File: src/rtl/io_pause_arbiter_pkg.sv
// Shared types and constants for the IO pause arbiter and the CPU clock divider.
package io_pause_arbiter_pkg;

  typedef enum logic [1:0] {
    ST_IDLE    = 2'd0,
    ST_FREEZE  = 2'd1,
    ST_GRANT   = 2'd2,
    ST_RELEASE = 2'd3
  } state_e;

  localparam logic [1:0] PH_X = 2'd1;
  localparam logic [1:0] PH_Y = 2'd2;
  localparam logic [1:0] PH_Z = 2'd3;

  // Ceiling log2; returns 0 for v <= 1.
  function automatic int unsigned clog2(input int unsigned v);
    int unsigned r;
    r = 0;
    for (int unsigned i = 0; i < 32; i++) begin
      if ((64'd1 << i) < 64'(v)) r = i + 1;
    end
    return r;
  endfunction

  function automatic logic phase_valid(input logic [1:0] ph);
    return (ph == PH_X) || (ph == PH_Y) || (ph == PH_Z);
  endfunction

endpackage

File: src/rtl/io_pause_arbiter_if.sv
// Requester/divider-facing bus of the IO pause arbiter.
interface io_pause_arbiter_if #(
  parameter int unsigned NUM_REQ = 4
);
  import io_pause_arbiter_pkg::*;

  localparam int unsigned IDW = clog2(NUM_REQ);

  logic [1:0]         i_STATE;
  logic [NUM_REQ-1:0] i_REQ;
  logic [NUM_REQ-1:0] i_DONE;
  logic               o_IOPAUSE;
  logic [NUM_REQ-1:0] o_GNT;
  logic [IDW-1:0]     o_GNT_ID;
  logic               o_BUSY;
  logic               o_TIMEOUT;
  logic [IDW-1:0]     o_TIMEOUT_ID;

  modport master (
    output i_STATE, i_REQ, i_DONE,
    input  o_IOPAUSE, o_GNT, o_GNT_ID, o_BUSY, o_TIMEOUT, o_TIMEOUT_ID
  );

  modport slave (
    input  i_STATE, i_REQ, i_DONE,
    output o_IOPAUSE, o_GNT, o_GNT_ID, o_BUSY, o_TIMEOUT, o_TIMEOUT_ID
  );

endinterface

File: src/rtl/io_pause_arbiter_rr_picker.sv
// Combinational round-robin pick: first set request at or after the pointer, wrapping.
module io_pause_arbiter_rr_picker
  import io_pause_arbiter_pkg::*;
#(
  parameter int unsigned NUM_REQ = 4,
  localparam int unsigned IDW = clog2(NUM_REQ)
) (
  input  logic [NUM_REQ-1:0] req_i,
  input  logic [IDW-1:0]     ptr_i,
  output logic [NUM_REQ-1:0] onehot_c,
  output logic [IDW-1:0]     index_c,
  output logic               valid_c
);

  always_comb begin
    int unsigned pos;
    pos      = 0;
    onehot_c = '0;
    index_c  = '0;
    valid_c  = 1'b0;
    for (int unsigned k = 0; k < NUM_REQ; k++) begin
      pos = 32'(ptr_i) + k;
      if (pos >= NUM_REQ) pos = pos - NUM_REQ;
      if (!valid_c && req_i[IDW'(pos)]) begin
        valid_c                = 1'b1;
        onehot_c[IDW'(pos)]    = 1'b1;
        index_c                = IDW'(pos);
      end
    end
  end

endmodule

File: src/rtl/io_pause_arbiter.sv
// Freezes the CPU phase sequencer for one round-robin-selected IO owner at a time,
// admitting owners only at phase X and force-releasing stalled grants.
module io_pause_arbiter
  import io_pause_arbiter_pkg::*;
#(
  parameter int unsigned NUM_REQ        = 4,
  parameter int unsigned SETTLE_CYCLES  = 2,
  parameter int unsigned TIMEOUT_CYCLES = 255
) (
  input logic              i_CLOCK,
  input logic              i_RESET_N,
  io_pause_arbiter_if.slave bus
);

  localparam int unsigned IDW = clog2(NUM_REQ);
  localparam int unsigned SW  = (clog2(SETTLE_CYCLES + 1) < 1) ? 1 : clog2(SETTLE_CYCLES + 1);
  localparam int unsigned WW  = (clog2(TIMEOUT_CYCLES + 1) < 1) ? 1 : clog2(TIMEOUT_CYCLES + 1);
  localparam logic [SW-1:0] SETTLE_LAST = (SETTLE_CYCLES == 0) ? '0 : SW'(SETTLE_CYCLES - 1);
  localparam logic [WW-1:0] WDOG_MAX    = WW'(TIMEOUT_CYCLES);

  state_e             state_q, state_d;
  logic [IDW-1:0]     ptr_q, ptr_d;
  logic [IDW-1:0]     gnt_id_q, gnt_id_d;
  logic [NUM_REQ-1:0] owner_oh_q, owner_oh_d;
  logic [SW-1:0]      settle_q, settle_d;
  logic [WW-1:0]      wdog_q, wdog_d;
  logic               iopause_q, iopause_d;
  logic [NUM_REQ-1:0] gnt_q, gnt_d;
  logic               busy_q, busy_d;
  logic               timeout_q, timeout_d;
  logic [IDW-1:0]     timeout_id_q, timeout_id_d;

  logic [NUM_REQ-1:0] pick_oh;
  logic [IDW-1:0]     pick_idx;
  logic               pick_valid;
  logic [WW-1:0]      wdog_inc;

  io_pause_arbiter_rr_picker #(.NUM_REQ(NUM_REQ)) u_picker (
    .req_i    (bus.i_REQ),
    .ptr_i    (ptr_q),
    .onehot_c (pick_oh),
    .index_c  (pick_idx),
    .valid_c  (pick_valid)
  );

  // Next-state and registered-output computation.
  always_comb begin
    state_d      = state_q;
    ptr_d        = ptr_q;
    gnt_id_d     = gnt_id_q;
    owner_oh_d   = owner_oh_q;
    settle_d     = settle_q;
    wdog_d       = wdog_q;
    timeout_d    = timeout_q;
    timeout_id_d = timeout_id_q;
    wdog_inc     = (wdog_q == WDOG_MAX) ? wdog_q : wdog_q + 1'b1;

    unique case (state_q)
      ST_IDLE: begin
        if (pick_valid && (bus.i_STATE == PH_X)) begin
          state_d    = ST_FREEZE;
          gnt_id_d   = pick_idx;
          owner_oh_d = pick_oh;
          ptr_d      = (pick_idx == IDW'(NUM_REQ - 1)) ? '0 : pick_idx + 1'b1;
          settle_d   = '0;
        end
      end
      ST_FREEZE: begin
        if (!(|(bus.i_REQ & owner_oh_q))) begin
          state_d = ST_RELEASE;
        end else if (settle_q >= SETTLE_LAST) begin
          state_d = ST_GRANT;
          wdog_d  = '0;
        end else begin
          settle_d = settle_q + 1'b1;
        end
      end
      ST_GRANT: begin
        // A completing owner beats a watchdog expiry in the same clock.
        if (|(bus.i_DONE & owner_oh_q)) begin
          state_d = ST_RELEASE;
        end else begin
          wdog_d = wdog_inc;
          if (wdog_inc == WDOG_MAX) begin
            state_d      = ST_RELEASE;
            timeout_d    = 1'b1;
            timeout_id_d = gnt_id_q;
          end
        end
      end
      default: state_d = ST_IDLE;
    endcase

    iopause_d = (state_d == ST_FREEZE) || (state_d == ST_GRANT);
    gnt_d     = (state_d == ST_GRANT) ? owner_oh_d : '0;
    busy_d    = (state_d != ST_IDLE);
  end

  always_ff @(posedge i_CLOCK or negedge i_RESET_N) begin
    if (!i_RESET_N) begin
      state_q      <= ST_IDLE;
      ptr_q        <= '0;
      gnt_id_q     <= '0;
      owner_oh_q   <= '0;
      settle_q     <= '0;
      wdog_q       <= '0;
      iopause_q    <= 1'b0;
      gnt_q        <= '0;
      busy_q       <= 1'b0;
      timeout_q    <= 1'b0;
      timeout_id_q <= '0;
    end else begin
      state_q      <= state_d;
      ptr_q        <= ptr_d;
      gnt_id_q     <= gnt_id_d;
      owner_oh_q   <= owner_oh_d;
      settle_q     <= settle_d;
      wdog_q       <= wdog_d;
      iopause_q    <= iopause_d;
      gnt_q        <= gnt_d;
      busy_q       <= busy_d;
      timeout_q    <= timeout_d;
      timeout_id_q <= timeout_id_d;
    end
  end

  assign bus.o_IOPAUSE    = iopause_q;
  assign bus.o_GNT        = gnt_q;
  assign bus.o_GNT_ID     = gnt_id_q;
  assign bus.o_BUSY       = busy_q;
  assign bus.o_TIMEOUT    = timeout_q;
  assign bus.o_TIMEOUT_ID = timeout_id_q;

endmodule
File: src/flat_wrapper.sv
// flat-port wrapper written by rule: the top's interface ports become plain ports
module io_pause_arbiter_flat import io_pause_arbiter_pkg::*;
#(
  parameter int unsigned NUM_REQ        = 4,
  parameter int unsigned SETTLE_CYCLES  = 2,
  parameter int unsigned TIMEOUT_CYCLES = 255
)
  (i_CLOCK, i_RESET_N, bus_i_STATE, bus_i_REQ, bus_i_DONE, bus_o_IOPAUSE, bus_o_GNT, bus_o_GNT_ID, bus_o_BUSY, bus_o_TIMEOUT, bus_o_TIMEOUT_ID);
  io_pause_arbiter_if #(.NUM_REQ(NUM_REQ)) bus_i ();
  input logic i_CLOCK;
  input logic i_RESET_N;
  input wire logic [$bits(bus_i.i_STATE)-1:0] bus_i_STATE;
  input wire logic [$bits(bus_i.i_REQ)-1:0] bus_i_REQ;
  input wire logic [$bits(bus_i.i_DONE)-1:0] bus_i_DONE;
  output wire logic [$bits(bus_i.o_IOPAUSE)-1:0] bus_o_IOPAUSE;
  output wire logic [$bits(bus_i.o_GNT)-1:0] bus_o_GNT;
  output wire logic [$bits(bus_i.o_GNT_ID)-1:0] bus_o_GNT_ID;
  output wire logic [$bits(bus_i.o_BUSY)-1:0] bus_o_BUSY;
  output wire logic [$bits(bus_i.o_TIMEOUT)-1:0] bus_o_TIMEOUT;
  output wire logic [$bits(bus_i.o_TIMEOUT_ID)-1:0] bus_o_TIMEOUT_ID;
  assign bus_i.i_STATE = bus_i_STATE;
  assign bus_i.i_REQ = bus_i_REQ;
  assign bus_i.i_DONE = bus_i_DONE;
  assign bus_o_IOPAUSE = bus_i.o_IOPAUSE;
  assign bus_o_GNT = bus_i.o_GNT;
  assign bus_o_GNT_ID = bus_i.o_GNT_ID;
  assign bus_o_BUSY = bus_i.o_BUSY;
  assign bus_o_TIMEOUT = bus_i.o_TIMEOUT;
  assign bus_o_TIMEOUT_ID = bus_i.o_TIMEOUT_ID;
  io_pause_arbiter #(.NUM_REQ(NUM_REQ), .SETTLE_CYCLES(SETTLE_CYCLES), .TIMEOUT_CYCLES(TIMEOUT_CYCLES)) u_core (.i_CLOCK(i_CLOCK), .i_RESET_N(i_RESET_N), .bus(bus_i));
endmodule
File: config.mk
export PLATFORM = sky130hd
export DESIGN_NAME = io_pause_arbiter_flat
export DESIGN_NICKNAME = d
export VERILOG_FILES = /design/src/rtl/io_pause_arbiter_pkg.sv /design/src/rtl/io_pause_arbiter_if.sv /design/src/rtl/io_pause_arbiter_rr_picker.sv /design/src/rtl/io_pause_arbiter.sv /design/src/flat_wrapper.sv
export SDC_FILE = /design/constraint.sdc
export NUM_CORES = 1
export LEC_CHECK = 0
export ABC_AREA = 0
export CAP_MARGIN = 20
export CORE_MARGIN = 2
export CORE_UTILIZATION = 55
export DETAILED_ROUTE_END_ITERATION = 7
export PLACE_DENSITY = 0.78
export SYNTH_ARGS = -nofsm -noshare
export SYNTH_HDL_FRONTEND = slang
export SYNTH_SLANG_ARGS = --single-unit
File: constraint.sdc
create_clock -name i_CLOCK -period 3.9 [get_ports i_CLOCK]
set_input_delay 0.78 -clock i_CLOCK [delete_from_list [all_inputs] [get_ports i_CLOCK]]
set_output_delay 0.78 -clock i_CLOCK [all_outputs]
set_load 0.01 [all_outputs]
Word-level counts from Yosys, hierarchy flattened. Cells that the tools add are included.

Flip-flop bits (word level): 29. Word-level logic and storage cells: 126.

Add/subtract/negate cells: 10. Magnitude comparators: 13. Eq/ne operators: 13. Bitwise logic cells: 6. Muxes and demuxes: 51. Reduce and logical (&&, ||, !) cells: 22.

Operator list (number): 2-bit two-way mux (17); 8-bit two-way mux (4); 4-bit two-way mux (7); 8-bit == test, second input constant (2); 8-bit one-hot mux with 2 select lines (1); 2-bit by 3-bit less-than comparator with 1-bit output, second input constant (4); 1-bit two-way mux (12); 4-bit bitwise OR (3); 2-bit by 1-bit >= comparator with 1-bit output, second input constant (5); 3-bit >= comparator, second input constant (3); 8-bit by 1-bit adder with 8-bit output, second input constant (1); 4-bit bitwise AND (2); 1-bit binary-select mux with 2-bit select (4); 1-bit demux with 2-bit select (4); 1-bit logical AND (8); 4-bit AND reduction (2); 4-bit OR reduction (2); 2-bit by 1-bit subtractor with 2-bit output, second input constant (4); 2-bit by 2-bit adder with 3-bit output, second input constant (2); 2-bit by 1-bit == test with 1-bit output, second input constant (3); 2-bit == test, second input constant (3); 2-bit by 1-bit inequality test with 1-bit output, second input constant (3); 2-bit one-hot mux with 3 select lines (1); 2-bit nonzero test (3); 11 further kinds (15).

Logic depth before layout (Yosys ltp).
Depth after elaboration: 19. Depth in mapped cells: 9. Mapped depth without buffers: 8.

Hierarchy. From an unflattened synthesis, not the netlist that was laid out.

Cell total of the unflattened synthesis: 183. Area, all modules: 1901.8 um^2.

Modules (own cells, without submodules): io_pause_arbiter (sequential area each 725.7 um^2, times used 1, area each 1480.2 um^2, cells an instance 138); io_pause_arbiter_rr_picker (sequential area each 0.0 um^2, times used 1, area each 421.7 um^2, cells an instance 45).

Worst setup path after synthesis. Ideal clock, no wire load.

Path type: register to register. Start: register (tool-made name). End: register u_core.gnt_q[2], in the netlist u_core.bus.o_GNT[2]. Path slack: 1199 ps. Arrival: 2581 ps. Period minus slack after synthesis: 2701 ps. Cell stages (with the launch flop): 9. Setup time: 120 ps. Cell sequence: dfrtp_1 > buf_2 > inv_1 > ha_1 > buf_2 > mux4_2 > a221o_1 > a221o_1 > o211a_1.

RTL lines: to (signal assigned) (line io_pause_arbiter.sv:120) `gnt_q <= gnt_d;`; to (decl) (line io_pause_arbiter.sv:28) `logic [NUM_REQ-1:0] gnt_q, gnt_d;`.

==> Implementation_results.wiki <==
{| class="wikitable"
! Metric !! Value
|-
| Result of the run || complete, no violations
|-
| Number of warning messages in the yosys log || 0
|-
| Number of gates given a new drive strength after cts || 0
|-
| Post-synth top cells || sky130_fd_sc_hd__dfrtp_1, sky130_fd_sc_hd__nand2_1, sky130_fd_sc_hd__a21oi_1
|-
| Sequential area share after synthesis || 35.7%
|-
| First-pass DRT Iterations || 4
|-
| Worst setup EP type || flip-flop
|-
| Ports || 23
|-
| Crit path max fanout || 17
|-
| Mean instance size in the synthesized netlist || roughly 9.4 um^2
|-
| Combinational family with the most area after synthesis || compound AO/OA/AOI/OAI gates
|-
| Overflow after GRT || 0
|-
| Post-synthesis mux area share || 7.38%
|-
| Worst path bufs/invs || 1
|-
| Crit path max-delay cell type || sky130_fd_sc_hd__dfrtp_1
|-
| Share of the synthesized area in the top cell type || 35.7%
|-
| Number of synthesized register bits || 29
|-
| Number of diodes added for antenna fixing || 0
|-
| Part of the cycle the worst path needs || 77.4%
|-
| Complex-gate fraction of the synthesized area || between 20% and 30%
|-
| Standard-cell row count || 22
|-
| Top_reg_cell synth || sky130_fd_sc_hd__dfrtp_1
|-
| Category of the worst setup path launch point || flip-flop
|-
| CTS Root Cell || sky130_fd_sc_hd__clkbuf_8
|-
| Worst vdd rail ir drop || 0.348 mV
|-
| Hold Violations, Final || 0
|-
| DR vias || 1699
|-
| Worst-case headroom to the max-slew limit || 55.8%
|-
| Effective utilization at floorplan || 56.4%
|-
| Minimum period implied by the final worst setup slack || ~3.0 ns
|-
| Setup tns final || 0 ns
|-
| Longest individual stage delay on the worst path || 0.72 ns
|-
| Maximum number of pins on one net before global-route repair || 30
|-
| Die W || 64.8 um
|-
| Initial antenna violation count || 0
|-
| Total clock buffers created by CTS || 5
|-
| Clock edge transition at the registers on the reported setup and hold paths || 0.07 ns
|-
| Share of synthesized registers carrying an async set or reset || between 90% and 100%
|-
| Number of hold buffers added after cts || 0
|-
| Crit-path most repeated cell || sky130_fd_sc_hd__a221o_1
|-
| Post-synthesis simple-gate area fraction || 18.8%
|-
| Count of flip-flops with a built-in enable after synthesis || 0
|-
| Final layout net count || between 200 and 300
|-
| Layout Area Growth over Synthesis || 16.5%
|-
| Finished layout cell area || 2370 um^2
|-
| Most frequent cell after synthesis || sky130_fd_sc_hd__dfrtp_1
|-
| Number of nets still failing antenna checks after routing || 0
|-
| Post-Place Cells || 275
|-
| Final HPWL DP || 3020 um
|-
| Total global routing track utilization || between 20% and 30%
|-
| Post-synthesis net count || 237
|-
| Clock tree from TritonCTS || built
|-
| Critical path, cell by cell || inv_1, ha_1, mux4_2, a221o_1, a221o_1, o211a_1
|-
| # port buffers || 22
|-
| Cell family contributing the most delay on the critical path || compound AO/OA/AOI/OAI gates
|-
| Placer congestion estimate || 0.918
|-
| Worst-case clock buffer depth || 2
|-
| Leakage power figure || 1.05 nW
|-
| Total Power Consumption || 1.54 mW
|-
| Clock network latency to the later pin of the worst-skew pair || 0.29 ns
|-
| Arrival @ worst endpoint || 3.18 ns
|-
| Synth Instances || 216
|-
| Placed Instance Area || 2270 um^2
|-
| Number of max-slew violations in the final report || 0
|-
| Layout cell share with drive strength beyond 1 || 9.79%
|-
| Post-route DRC violation count || 0
|-
| Leading area contributor after synthesis || sky130_fd_sc_hd__dfrtp_1
|-
| Final setup violation count || 0
|-
| Floorplan Core Area || 3610 um^2
|-
| Final standard cell count with taps included and fillers excluded || 283
|-
| Post-synthesis xor/xnor area fraction || 0.862%
|-
| Die Ht || 64.8 um
|-
| Slew at the pin with the worst max-slew slack || roughly 0.66 ns
|-
| Total length of routed wires || 4210 um
|-
| Via-per-instance ratio || between 6 and 7
|-
| Cell Area, Synth || 2030 um^2
|-
| RSZ-0062 raised after global routing || no
|-
| Filler cell count in the final layout || slightly below 300
|-
| Arithmetic-cell share of the synthesized area counting full adders, half adders and majority gates || 5.54%
|-
| Number of distinct library cell variants in the gate-level netlist after synthesis || 50
|-
| Power density normalized to cell area || 650 nW/um^2
|-
| Synth top area cells || sky130_fd_sc_hd__dfrtp_1, sky130_fd_sc_hd__ha_1, sky130_fd_sc_hd__a221o_1, sky130_fd_sc_hd__mux4_2, sky130_fd_sc_hd__a21oi_1
|-
| Post-CTS Setup Bufs || 0
|-
| Highest achievable clock rate || roughly 0.33 GHz
|-
| H-tree levels || 2
|-
| Hold/Removal Path Class || reg -> reg
|-
| Global-route wire length before repair || 7440 um
|-
| Die area || roughly 4200 um^2
|-
| Routed length per instance || about 15 um
|-
| Initial drt markers || 175
|-
| Number of sinks driven by the clock tree || 29
|-
| Setup Skew || 0.00985 ns
|-
| Crit path required time || just over 4 ns
|-
| Number of max-cap violations || 0
|-
| Category of the critical setup timing path || reg -> reg
|-
| Vias in the first global route || 1600
|}
-- metrics by stage --
| step | hold slack [ns] | worst slack (ns) | util, % |
|---|---|---|---|
| after floorplan | 0.466 | 1.20 | - |
| after global placement | 0.448 | 0.845 | 62.9 |
| after detailed placement | 0.453 | 0.778 | 62.9 |
| after CTS | 0.467 | 0.892 | 65.7 |
| after global routing | 0.517 | 0.746 | 65.7 |
| final | 0.461 | 0.880 | 65.7 |
-- state kept, by name (all words and copies together), names as in the netlist, named ones only --
name                     count
u_core.wdog_q                8
u_core.bus.o_TIMEOUT         1
u_core.bus.o_IOPAUSE         1
u_core.bus.o_BUSY            1
u_core.bus.o_GNT_ID          2
u_core.state_q               2
u_core.bus.o_TIMEOUT_ID      2
u_core.settle_q              2
u_core.ptr_q                 1
u_core.bus.o_GNT             4
u_core.owner_oh_q            4
-- layout by cell type (no fill, tap or decap), types with 4 or more instances in the layout --
cell,count
sky130_fd_sc_hd__dfrtp_1,29
sky130_fd_sc_hd__a221o_1,8
sky130_fd_sc_hd__nor2_1,8
sky130_fd_sc_hd__nand3_1,7
sky130_fd_sc_hd__inv_1,12
sky130_fd_sc_hd__nand2_1,17
sky130_fd_sc_hd__o21ai_0,10
sky130_fd_sc_hd__o211a_1,4
sky130_fd_sc_hd__clkbuf_8,7
sky130_fd_sc_hd__a22oi_1,5
sky130_fd_sc_hd__ha_1,9
sky130_fd_sc_hd__a31oi_1,6
sky130_fd_sc_hd__nand2b_1,9
sky130_fd_sc_hd__o21a_1,5
sky130_fd_sc_hd__and3_1,4
sky130_fd_sc_hd__a21oi_1,13
sky130_fd_sc_hd__clkdlybuf4s50_1,22
-- logic make-up (layout without fill, tap and decap cells) --
family,after synthesis,count (layout)
AOI/OAI and AO/OA,71,71
and+or+nand+nor,69,69
DFF,29,29
buffers and inverters,26,45
muxes,10,10
adders and majority gates,9,9
xor gates and xnor gates,2,2
-- where the power goes --
| part | total (mW) | switching [mW] | internal [mW] | leakage (nW) |
|---|---|---|---|---|
| registers | 0.511 | 0.120 | 0.391 | 0.372 |
| clock network | 0.276 | 0.116 | 0.159 | 0.0542 |
| logic | 0.752 | 0.378 | 0.374 | 0.620 |
-- cell type report --
| cell class | count | area [um^2] | area share (%) |
|---|---|---|---|
| multi-input cells | 161 | 1190 | 50.4 |
| flip-flops and latches | 29 | 726 | 30.6 |
| repair buffers | 25 | 243 | 10.2 |
| clock buffers | 7 | 96.3 | 4.07 |
| well taps | 48 | 60.1 | 2.54 |
| inverters | 12 | 45.0 | 1.90 |
| clock inverters | 1 | 5.00 | 0.211 |
-- final timing paths --
check                                          start                   end  slack (ns)  depth (start not counted)
worst min register to register  u_core.bus.o_TIMEOUT  u_core.bus.o_TIMEOUT        0.46                          1
worst min-delay path            u_core.bus.o_TIMEOUT  u_core.bus.o_TIMEOUT        0.46                          1
max in group asynchronous                  i_RESET_N      u_core.wdog_q[0]        2.75                          2
worst max register to register             flip-flop   u_core.bus.o_GNT[2]        0.88                          6
min in group asynchronous                  i_RESET_N  u_core.owner_oh_q[0]        0.88                          2
worst max-delay path                       flip-flop   u_core.bus.o_GNT[2]        0.88                          6
-- per-layer routing --
layer | global-route usage [%] | routed length (um) | vias up
li1 | - | - | 845
met1 | 31.8 | 2040 | 798
met2 | 34.9 | 1900 | 48
met3 | 5.56 | 212 | 8
met4 | 7.71 | 61 | 0
met5 | 0 | 0 | -
(Power assumes the default switching activity.)
